`src/rtl/arb_pkg.sv`:
```
// Shared types for the req/gnt arbitration endpoints.
package arb_pkg;

   typedef enum logic [0:0] {
      ERR_NONE     = 1'b0,
      ERR_SPURIOUS = 1'b1
   } arb_err_e;

endpackage : arb_pkg

```
`src/rtl/sync_fifo.sv`:
```
// Flop-based synchronous FIFO with a combinational head and an occupancy count.
// Callers guard push/pop; pointers wrap modulo DEPTH (power of 2).
module sync_fifo #(
   parameter int unsigned DATA_W = 32,
   parameter int unsigned DEPTH  = 4
) (
   input  logic                    clk,
   input  logic                    rst,
   input  logic                    push,
   input  logic                    pop,
   input  logic [DATA_W-1:0]       wdata,
   output logic [DATA_W-1:0]       rdata,
   output logic [$clog2(DEPTH):0]  count
);

   localparam int unsigned PTR_W = $clog2(DEPTH);
   localparam int unsigned CNT_W = PTR_W + 1;

   logic [DATA_W-1:0] mem_q [DEPTH];
   logic [DATA_W-1:0] mem_d [DEPTH];
   logic [PTR_W-1:0]  wr_ptr_q, wr_ptr_d;
   logic [PTR_W-1:0]  rd_ptr_q, rd_ptr_d;
   logic [CNT_W-1:0]  count_q, count_d;

   always_comb begin
      mem_d    = mem_q;
      wr_ptr_d = wr_ptr_q;
      rd_ptr_d = rd_ptr_q;
      count_d  = count_q + CNT_W'(push) - CNT_W'(pop);
      if (push) begin
         mem_d[wr_ptr_q] = wdata;
         wr_ptr_d        = wr_ptr_q + PTR_W'(1);
      end
      if (pop) begin
         rd_ptr_d = rd_ptr_q + PTR_W'(1);
      end
   end

   always_ff @(posedge clk) begin
      if (rst) begin
         wr_ptr_q <= '0;
         rd_ptr_q <= '0;
         count_q  <= '0;
         for (int unsigned i = 0; i < DEPTH; i++) begin
            mem_q[i] <= '0;
         end
      end else begin
         wr_ptr_q <= wr_ptr_d;
         rd_ptr_q <= rd_ptr_d;
         count_q  <= count_d;
         mem_q    <= mem_d;
      end
   end

   assign rdata = mem_q[rd_ptr_q];
   assign count = count_q;

endmodule : sync_fifo

```
`src/rtl/arb_requester.sv`:
```
// Requester endpoint: buffers source beats, requests the arbiter while data is
// pending, pops one beat per grant, and flags starvation and spurious grants.
module arb_requester
   import arb_pkg::*;
#(
   parameter int unsigned DATA_W       = 32,
   parameter int unsigned DEPTH        = 4,
   parameter int unsigned STARVE_LIMIT = 15
) (
   input  logic                    clk,
   input  logic                    rst,
   input  logic                    in_valid,
   output logic                    in_ready,
   input  logic [DATA_W-1:0]       in_data,
   output logic                    req,
   input  logic                    gnt,
   output logic                    out_valid,
   output logic [DATA_W-1:0]       out_data,
   output logic [$clog2(DEPTH):0]  level,
   output logic                    urgent,
   output logic                    err_spurious
);

   localparam int unsigned LVL_W  = $clog2(DEPTH) + 1;
   localparam int unsigned WAIT_W = $clog2(STARVE_LIMIT + 1);

   logic              push_c;
   logic              pop_c;
   logic [DATA_W-1:0] head_c;

   logic              out_valid_q, out_valid_d;
   logic [DATA_W-1:0] out_data_q, out_data_d;
   logic [WAIT_W-1:0] wait_cnt_q, wait_cnt_d;
   arb_err_e          err_q, err_d;

   // req comes from registered occupancy only, so no gnt->req loop exists.
   assign in_ready = (level != LVL_W'(DEPTH));
   assign req      = (level != '0);
   assign push_c   = in_valid && in_ready;
   assign pop_c    = req && gnt;

   sync_fifo #(
      .DATA_W (DATA_W),
      .DEPTH  (DEPTH)
   ) u_fifo (
      .clk   (clk),
      .rst   (rst),
      .push  (push_c),
      .pop   (pop_c),
      .wdata (in_data),
      .rdata (head_c),
      .count (level)
   );

   // Output register, starvation counter and sticky error state.
   always_comb begin
      out_valid_d = pop_c;
      out_data_d  = out_data_q;
      wait_cnt_d  = wait_cnt_q;
      err_d       = err_q;

      if (pop_c) begin
         out_data_d = head_c;
      end

      if (pop_c || (level == '0)) begin
         wait_cnt_d = '0;
      end else if (req && !gnt && (wait_cnt_q != WAIT_W'(STARVE_LIMIT))) begin
         wait_cnt_d = wait_cnt_q + WAIT_W'(1);
      end

      case (err_q)
         ERR_NONE: begin
            if (gnt && !req) begin
               err_d = ERR_SPURIOUS;
            end
         end
         ERR_SPURIOUS: err_d = ERR_SPURIOUS;
         default:      err_d = ERR_NONE;
      endcase
   end

   always_ff @(posedge clk) begin
      if (rst) begin
         out_valid_q <= 1'b0;
         out_data_q  <= '0;
         wait_cnt_q  <= '0;
         err_q       <= ERR_NONE;
      end else begin
         out_valid_q <= out_valid_d;
         out_data_q  <= out_data_d;
         wait_cnt_q  <= wait_cnt_d;
         err_q       <= err_d;
      end
   end

   assign out_valid    = out_valid_q;
   assign out_data     = out_data_q;
   assign urgent       = (wait_cnt_q == WAIT_W'(STARVE_LIMIT));
   assign err_spurious = (err_q == ERR_SPURIOUS);

endmodule : arb_requester

```
`config.mk`:
```
export PLATFORM = sky130hd
export DESIGN_NAME = arb_requester
export DESIGN_NICKNAME = d
export VERILOG_FILES = /design/src/rtl/arb_pkg.sv /design/src/rtl/sync_fifo.sv /design/src/rtl/arb_requester.sv
export SDC_FILE = /design/constraint.sdc
export NUM_CORES = 1
export LEC_CHECK = 0
export ABC_CLOCK_PERIOD_IN_PS = 3000
export CAP_MARGIN = 20
export CORE_UTILIZATION = 59
export CTS_BUF_LIST = sky130_fd_sc_hd__clkbuf_2 sky130_fd_sc_hd__clkbuf_4 sky130_fd_sc_hd__clkbuf_8
export DETAILED_ROUTE_END_ITERATION = 16
export PLACE_DENSITY_LB_ADDON = 0.2
export SYNTH_ARGS = -nofsm -noshare
export SYNTH_HDL_FRONTEND = slang
export SYNTH_SLANG_ARGS = --single-unit
```
`constraint.sdc`:
```
create_clock -name clk -period 3 [get_ports clk]
set_clock_uncertainty 0.15 [all_clocks]
set_input_delay 0.75 -clock clk [delete_from_list [all_inputs] [get_ports clk]]
set_output_delay 0.75 -clock clk [all_outputs]
set_load 0.05 [all_outputs]
```
# After elaboration in Yosys (flattened, before gate mapping)
# Cells that the tools add are included.
# totals
inputBits,36
ff_bits,173
elab_cells,45
out_inout_bits,40
# op_classes
eq_ne,3
muxes,8
n_reduce_logical,12
magnitude_cmp,3
add_sub_neg,5
bitwise,3
# ops
cell,count
128-bit bitwise mux,1
32-bit two-way mux,3
32-bit binary-select mux with 2-bit select,1
32-bit demux with 2-bit select,1
3-bit >= comparator (second input constant),2
1-bit logical AND,6
2-bit inverter with 3-bit output,2
2-bit by 1-bit adder with 2-bit output (second input constant),2
4-bit by 1-bit adder with 4-bit output (second input constant),1
4-bit equality test (second input constant),1
4-bit != test (second input constant),1
3-bit by 1-bit adder with 3-bit output,1
3-bit logical NOT,1
3-bit by 1-bit < comparator with 1-bit output (second input constant),1
3-bit != test (second input constant),1
3-bit nonzero test,1
3-bit by 1-bit subtractor with 3-bit output,1
1-bit logical NOT,2
1-bit one-hot mux with 2 select lines,1
2-bit OR reduction,1
1-bit logical OR,1
1-bit two-way mux,1
1-bit inverter,1

# Depth between registers and ports, before layout
# Gate-level depths: netlist of run 1.
# logic_depth
word_depth,6
ltp_mapped,8
ltp_nobuf,8

# By module
# From an unflattened synthesis of run 1, not the netlist that was laid out.
# unflattened
hier_cells,827
area_unflattened_um2,8091.5
# modules_own_cells
module,n_inst,cells_each,area_each_um2,seq_area_each_um2
sync_fifo,1,657,6695.2,2702.6
arb_requester,1,170,1396.3,760.7

# Worst setup path after synthesis of run 1
# OpenSTA, ideal clock, no wires.
# synth_path
path_kind,reg2reg
from,"register u_fifo.count_q[0], in the netlist u_fifo.count[0]"
to,"register u_fifo.count_q[2], in the netlist u_fifo.count[2]"
setup_ns,0.126
t_arrival_ns,2.133
path_stages_with_launch,9
slack_ns,0.591
required_ns,2.724
path_buffers,0
period_less_slack_ns,2.409
path_cell_list,dfxtp_1 o31a_2 ha_1 inv_1 ha_1 fa_1 xnor2_1 xnor2_1 nor2_1
# synth_via
word_cells_on_any_way,6
cone_classes,add/sub: 2; eq/ne: 1; reduce/logical: 3
# synth_rtl
item,line_no,rtl
"start, declared",sync_fifo.sv:23,"logic [CNT_W-1:0] count_q, count_d;"
"start signal, assigned",sync_fifo.sv:50,count_q <= count_d;
3-bit nonzero test,arb_requester.sv:38,assign req = (level != '0);
1-bit logical AND,arb_requester.sv:40,assign pop_c = req && gnt;
named net out_valid_d,arb_requester.sv:31,"logic out_valid_q, out_valid_d;"
3-bit by 1-bit subtractor with 3-bit output,sync_fifo.sv:29,count_d = count_q + CNT_W'(push) - CNT_W'(pop);
# The timed path passes the listed nets, and every way through them passes these cells.
# A chain may end at the register's enable or synchronous reset.

# Worst setup path after layout of run 1
# layout_path
from,register wait_cnt_q[0]
to,output urgent
# layout_via
elab_chain_cells,1
# layout_lines
item,line_no,rtl
"start, declared",arb_requester.sv:33,"logic [WAIT_W-1:0] wait_cnt_q, wait_cnt_d;"
"start signal, assigned",arb_requester.sv:92,wait_cnt_q <= wait_cnt_d;
4-bit equality test,arb_requester.sv:99,assign urgent = (wait_cnt_q == WAIT_W'(STARVE_LIMIT));
"end, declared",arb_requester.sv:20,"output logic urgent,"
# Every way passes these cells.

==> results.json, run 1 <==
{
  "grt_overflow": 0,
  "wl_met1_um": 6720,
  "irDropWorstVdd_mv": 0.746,
  "clockBufferDepth": 2,
  "ys_seq_area_frac": 0.465,
  "die_w_um": 114,
  "rr_startpoint": "u_fifo.count[0]$_SDFF_PP0_",
  "fin_ws_ns": 0.229,
  "syn_nets": 677,
  "clock-sinks": 173,
  "first_pass_iters": 5,
  "fin_crit_sh": 0.924,
  "slowest_stage": "dlygate4sd2_1",
  "min_to": "u_fifo.mem_q[56]$_SDFFE_PP0P_",
  "drtIter0Drc": 272,
  "fin_crit_ns": 2.77,
  "die_area_um2": 13100,
  "viasPerCell": 5.55,
  "hold_violations": 0,
  "rrSetupSlack_ns": 0.66,
  "postCtsResizedCells": 3,
  "track_usage": 0.247,
  "cts_hold_buf": 0,
  "cts_root_buf": "clkbuf_8",
  "dp_slack_ns": 0.142,
  "met3_length_um": 488,
  "hold_class": "flop to flop",
  "rsz0062_at_grt": "no",
  "numCtsBuffers": 17,
  "hp-start": "u_fifo.mem_q[56]$_SDFFE_PP0P_",
  "grt_pass1_wl_um": 24700,
  "synth_edf_count": 0,
  "first_global_vias": 5022,
  "post_cts_buffers": 0,
  "worstPathRequired_ns": 2.10,
  "hold_depth": 2,
  "io_pins": 76,
  "synth_flop_cell": "dfxtp_1",
  "clk_pin_slew_ns": 0.08,
  "syn_to_final_growth_pct": 17.2,
  "path_class": "flop to output port",
  "gp_congestion": 0.747,
  "htreeDepth": 4,
  "clkLatencyLatePin_ns": 0.45,
  "cp-start-kind": "flop",
  "run_status": "complete, no violations",
  "setup_violations": 0,
  "cp_cell_sequence": "ha_1 > nand3_1 > inv_1 > dlygate4sd2_1",
  "antenna_found_initial": 0,
  "ys_ff_latch": 173,
  "relSlewSlack": 0.328,
  "multi_input_area_um2": 3710,
  "critical-path-max-stage-delay_ns": 0.53,
  "cp_top_family": "buffers and inverters",
  "cp-end-kind": "output port",
  "vias": 4852,
  "maxCapViolCount": 0,
  "rows": 40,
  "leakage_nw": 3.62,
  "dr.max_layer_used": "met4",
  "antenna_cells": 0,
  "yosysWarnings": 0,
  "dpl.hpwl_um": 9380,
  "syn-instance-count": 633,
  "fin_nets": 738,
  "drc_errors": 0,
  "seq_area_um2": 3470,
  "syn-cell-area_um2": 7450,
  "wl_per_cell_um": 17.1,
  "max_slew.worst_pin.slew_ns": 1.01,
  "die_h_um": 114,
  "core-area_um2": 12200,
  "fin_tns_setup_ns": 0,
  "avgSynthCellArea_um2": 11.8,
  "cp.arrival_ns": 1.87,
  "r2r_cells": 8,
  "grt_max_degree": 90,
  "slew_violations": 0,
  "crit_fanout": 4,
  "fmax_mhz": 361,
  "fill_cells": 898,
  "ant_nets": 0,
  "worst-path-buf-inv": 2,
  "io_buffer_count": 75,
  "r2r_end": "u_fifo.count[2]$_SDFF_PP0_",
  "synth.distinct_cells": 33,
  "initial_core_util": 0.612,
  "async_flop_share": 0,
  "cts_tree": "built",
  "wirelength_um": 14900,
  "drive_gt1_frac": 0.130,
  "wl_met2_um": 7620,
  "p_per_area_nw_per_um2": 682
}
cells by family after synthesis:
group	after synthesis	share of synthesized area
AO/OA/AOI/OAI	40	0.0444
XOR/XNOR	5	0.00588
adder cells (fa/ha/maj)	8	0.0145
buffers and inverters	56	0.0397
flip-flops	173	0.465
multiplexers	161	0.270
AND/OR/NAND/NOR	190	0.160
cell type report:
class / instances / share of cell area
Timing Repair Buffer: 88 / 0.0998
Inverter: 10 / 0.00459
Clock buffer: 20 / 0.0308
Clock inverter: 12 / 0.0192
Sequential cell: 173 / 0.397
Multi-Input combinational cell: 404 / 0.425
Tap cell: 168 / 0.0241
how the worst max path moves through the flow:
stage | startpoint | endpoint | slack [ns] | depth (start not counted)
after CTS | u_fifo.count[2]$_SDFF_PP0_ | req | 0.03 | 3
after global routing | wait_cnt_q[0]$_SDFFE_PP0P_ | urgent | 0.13 | 4
after global placement | gnt | u_fifo.count[2]$_SDFF_PP0_ | 0.18 | 9
after floorplan | u_fifo.count[0]$_SDFF_PP0_ | u_fifo.count[2]$_SDFF_PP0_ | 0.59 | 8
final | wait_cnt_q[0]$_SDFFE_PP0P_ | urgent | 0.23 | 4
after detailed placement | gnt | u_fifo.count[2]$_SDFF_PP0_ | 0.14 | 9
report_power, final:
part / leakage [nW] / switching (W) / internal (W)
Clock: 0.218 / 0.000813 / 0.000953
Sequential: 1.40 / 0.000161 / 0.00249
Combinational: 2.00 / 0.000847 / 0.000687
Total: 3.62 / 0.00182 / 0.00413
state kept, by name, indices dropped and copies added (netlist names):
name	count
wait_cnt_q	4
err_spurious	1
u_fifo.count	3
u_fifo.rd_ptr_q	2
out_data	32
u_fifo.wr_ptr_q	2
u_fifo.mem_q	128
out_valid	1
cells in the mapped netlist (7+ instances only):
master / instances / area, um^2
a22o_1: 32 / 280
buf_2: 10 / 50.1
buf_4: 8 / 60.1
clkbuf_1: 25 / 93.8
dfxtp_1: 173 / 3460
ha_1: 7 / 87.6
inv_1: 9 / 33.8
mux2i_1: 129 / 1290
mux4_2: 32 / 721
nand2b_1: 160 / 1000
nor2_1: 10 / 37.5
worst min-delay path: stages (launching register included):
cell and delay [ns]:
dfxtp_1 0.31, nand2b_1 0.06, mux2i_1 0.06
per-layer routing:
layer	up-vias	track usage
met5	-	0
met4	0	0.0623
met3	9	0.0603
met2	84	0.435
met1	2446	0.304
li1	2313	-
stage by stage:
step	hold WS [ns]	power [W]	instance area (um^2)	util	cells
2_1_floorplan	0.295	0.00381	7450	-	633
3_3_place_gp	0.306	0.00420	8290	0.681	843
3_5_place_dp	0.312	0.00425	8290	0.681	843
4_1_cts	0.328	0.00600	8730	0.718	875
5_1_grt	0.346	0.00621	8730	0.718	875
6_report	0.325	0.00595	8730	0.718	875
cells in the final DEF, fill, tap and decap left out, types with 2 or more instances in the layout:
| cell type | synthesis | final |
|---|---|---|
| nor3_1 | 3 | 2 |
| clkdlybuf4s50_1 | 0 | 71 |
| mux2i_1 | 129 | 129 |
| a21oi_1 | 3 | 3 |
| dfxtp_1 | 173 | 171 |
| dlygate4sd2_1 | 0 | 2 |
| buf_4 | 8 | 12 |
| clkinvlp_4 | 0 | 3 |
| nand2b_1 | 160 | 160 |
| ha_1 | 7 | 7 |
| o21ai_0 | 2 | 2 |
| nor2_1 | 10 | 9 |
| nand3_1 | 4 | 4 |
| xnor2_1 | 4 | 4 |
| mux4_2 | 32 | 32 |
| nor3b_4 | 1 | 2 |
| dfxtp_2 | 0 | 2 |
| nor2b_1 | 2 | 2 |
| clkinv_2 | 0 | 5 |
| inv_1 | 9 | 9 |
| clkbuf_8 | 0 | 19 |
| nand3_2 | 4 | 4 |
| a22o_1 | 32 | 32 |
| bufinv_16 | 0 | 4 |
| buf_12 | 2 | 2 |
(Power assumes the default switching activity.)
==> inputs of run 2 (changes only) <==
- CORE_ASPECT_RATIO: unset -> 0.7
==> results.json, run 2 (synthesis results as in run 1) <==
{
  "grt_max_degree": 161,
  "cts_tree": "built",
  "drtIter0Drc": 244,
  "io_pins": 76,
  "rows": 33,
  "slowest_stage": "clkdlybuf4s50_1",
  "clkLatencyLatePin_ns": 0.44,
  "hold_class": "flop to flop",
  "die_area_um2": 13100,
  "slew_violations": 0,
  "wl_per_cell_um": 17.2,
  "irDropWorstVdd_mv": 0.514,
  "antenna_found_initial": 0,
  "crit_fanout": 7,
  "first_pass_iters": 4,
  "fill_cells": 820,
  "max_slew.worst_pin.slew_ns": 0.966,
  "htreeDepth": 4,
  "leakage_nw": 3.59,
  "hold_violations": 0,
  "power_w": 0.00571,
  "antenna_cells": 0,
  "die_h_um": 96.0,
  "fin_ws_ns": 0.261,
  "dpl.hpwl_um": 9420,
  "top_register": "u_fifo.mem_q",
  "first_global_vias": 4902,
  "core-area_um2": 12000,
  "syn_to_final_growth_pct": 16.6,
  "clock-sinks": 173,
  "maxCapViolCount": 0,
  "seq_area_um2": 3470,
  "worst-path-buf-inv": 1,
  "p_per_area_nw_per_um2": 658,
  "setup_violations": 0,
  "run_status": "complete, no violations",
  "grt_overflow": 0,
  "cp.arrival_ns": 1.84,
  "cp_top_family": "buffers and inverters",
  "grt_pass1_wl_um": 24100,
  "viasPerCell": 5.57,
  "layout_common_cells": "dfxtp_1 (171), nand2b_1 (160), mux2i_1 (129), clkdlybuf4s50_1 (71)",
  "clockBufferDepth": 2,
  "post_cts_buffers": 0,
  "drc_errors": 0,
  "track_usage": 0.240,
  "cp_cell_sequence": "clkdlybuf4s50_1",
  "wirelength_um": 14900,
  "fin_crit_ns": 2.74,
  "final_common_cell": "dfxtp_1",
  "fin_nets": 739,
  "path_class": "flop to output port",
  "fin_tns_setup_ns": 0,
  "cts_root_buf": "clkbuf_8",
  "cp-start-kind": "flop",
  "fin_crit_sh": 0.913,
  "gp_congestion": 0.763,
  "drive_gt1_frac": 0.130,
  "numCtsBuffers": 17,
  "vias": 4819,
  "rsz0062_at_grt": "no",
  "cp-end-kind": "output port",
  "multi_input_area_um2": 3700,
  "dp_slack_ns": 0.127,
  "largest_reg_flops": 128,
  "io_buffer_count": 75,
  "die_w_um": 136,
  "initial_core_util": 0.620,
  "clk_pin_slew_ns": 0.09,
  "relSlewSlack": 0.354,
  "critical-path-max-stage-delay_ns": 0.87,
  "ant_nets": 0,
  "worstPathRequired_ns": 2.10,
  "fmax_mhz": 365
}
-- run 2: cell types whose count changed in the layout (fill, tap and decap cells not counted), moves of 3 or more --
cell,delta
buf_12,+3
bufinv_16,-4
clkinv_2,-4
clkinv_4,+3
clkinvlp_4,+3
inv_6,+4
-- run 2: metrics by stage --
stage	cells	utilization	hold WS (ns)	cell area, um^2
after global routing	865	0.723	0.348	8680
after detailed placement	833	0.692	0.313	8320
after CTS	865	0.722	0.329	8680
after global placement	833	0.692	0.305	8320
after floorplan	633	-	0.295	7450
final	865	0.723	0.328	8680
-- run 2: path summary, 6_finish.rpt --
check	start	endpoint	slack, ns	cells past startpoint
min	u_fifo.mem_q[3]$_SDFFE_PP0P_	u_fifo.mem_q[3]$_SDFFE_PP0P_	0.33	2
min reg2reg	u_fifo.mem_q[3]$_SDFFE_PP0P_	u_fifo.mem_q[3]$_SDFFE_PP0P_	0.33	2
max	u_fifo.count[1]$_SDFF_PP0_	level[1]	0.26	1
max reg2reg	u_fifo.count[0]$_SDFF_PP0_	u_fifo.count[2]$_SDFF_PP0_	0.68	8
-- run 2: routing by layer --
layer	vias to the layer above	GRT usage	share of wire
li1	2326	-	-
met3	18	0.0442	0.040
met1	2370	0.316	0.48
met4	0	0.0815	0.012
met2	105	0.401	0.47
met5	-	0	0
-- run 2: power breakdown --
part           total, W  switching (W)  leakage (nW)  internal [W]
Clock           0.00149       0.000884         0.165      0.000606
Combinational   0.00157       0.000849          2.02      0.000717
Sequential      0.00265       0.000160          1.40       0.00249
Total           0.00571        0.00189          3.59       0.00382
-- run 2: final cells by class --
| class | instances | share of cell area |
|---|---|---|
| inverter | 10 | 0.00461 |
| tap | 157 | 0.0226 |
| clock inverter | 14 | 0.0128 |
| multi-input combinational | 404 | 0.426 |
| clock buffer | 18 | 0.0285 |
| sequential | 173 | 0.399 |
| timing repair buffer | 89 | 0.106 |
-- run 2: what timing repair did --
| action | CTS | global route |
|---|---|---|
| setup endpoints to repair | 1 | 2 |
| hold buffers | 0 | 0 |
| gates resized for setup | 1 | 2 |
| pin swaps | 0 | 0 |
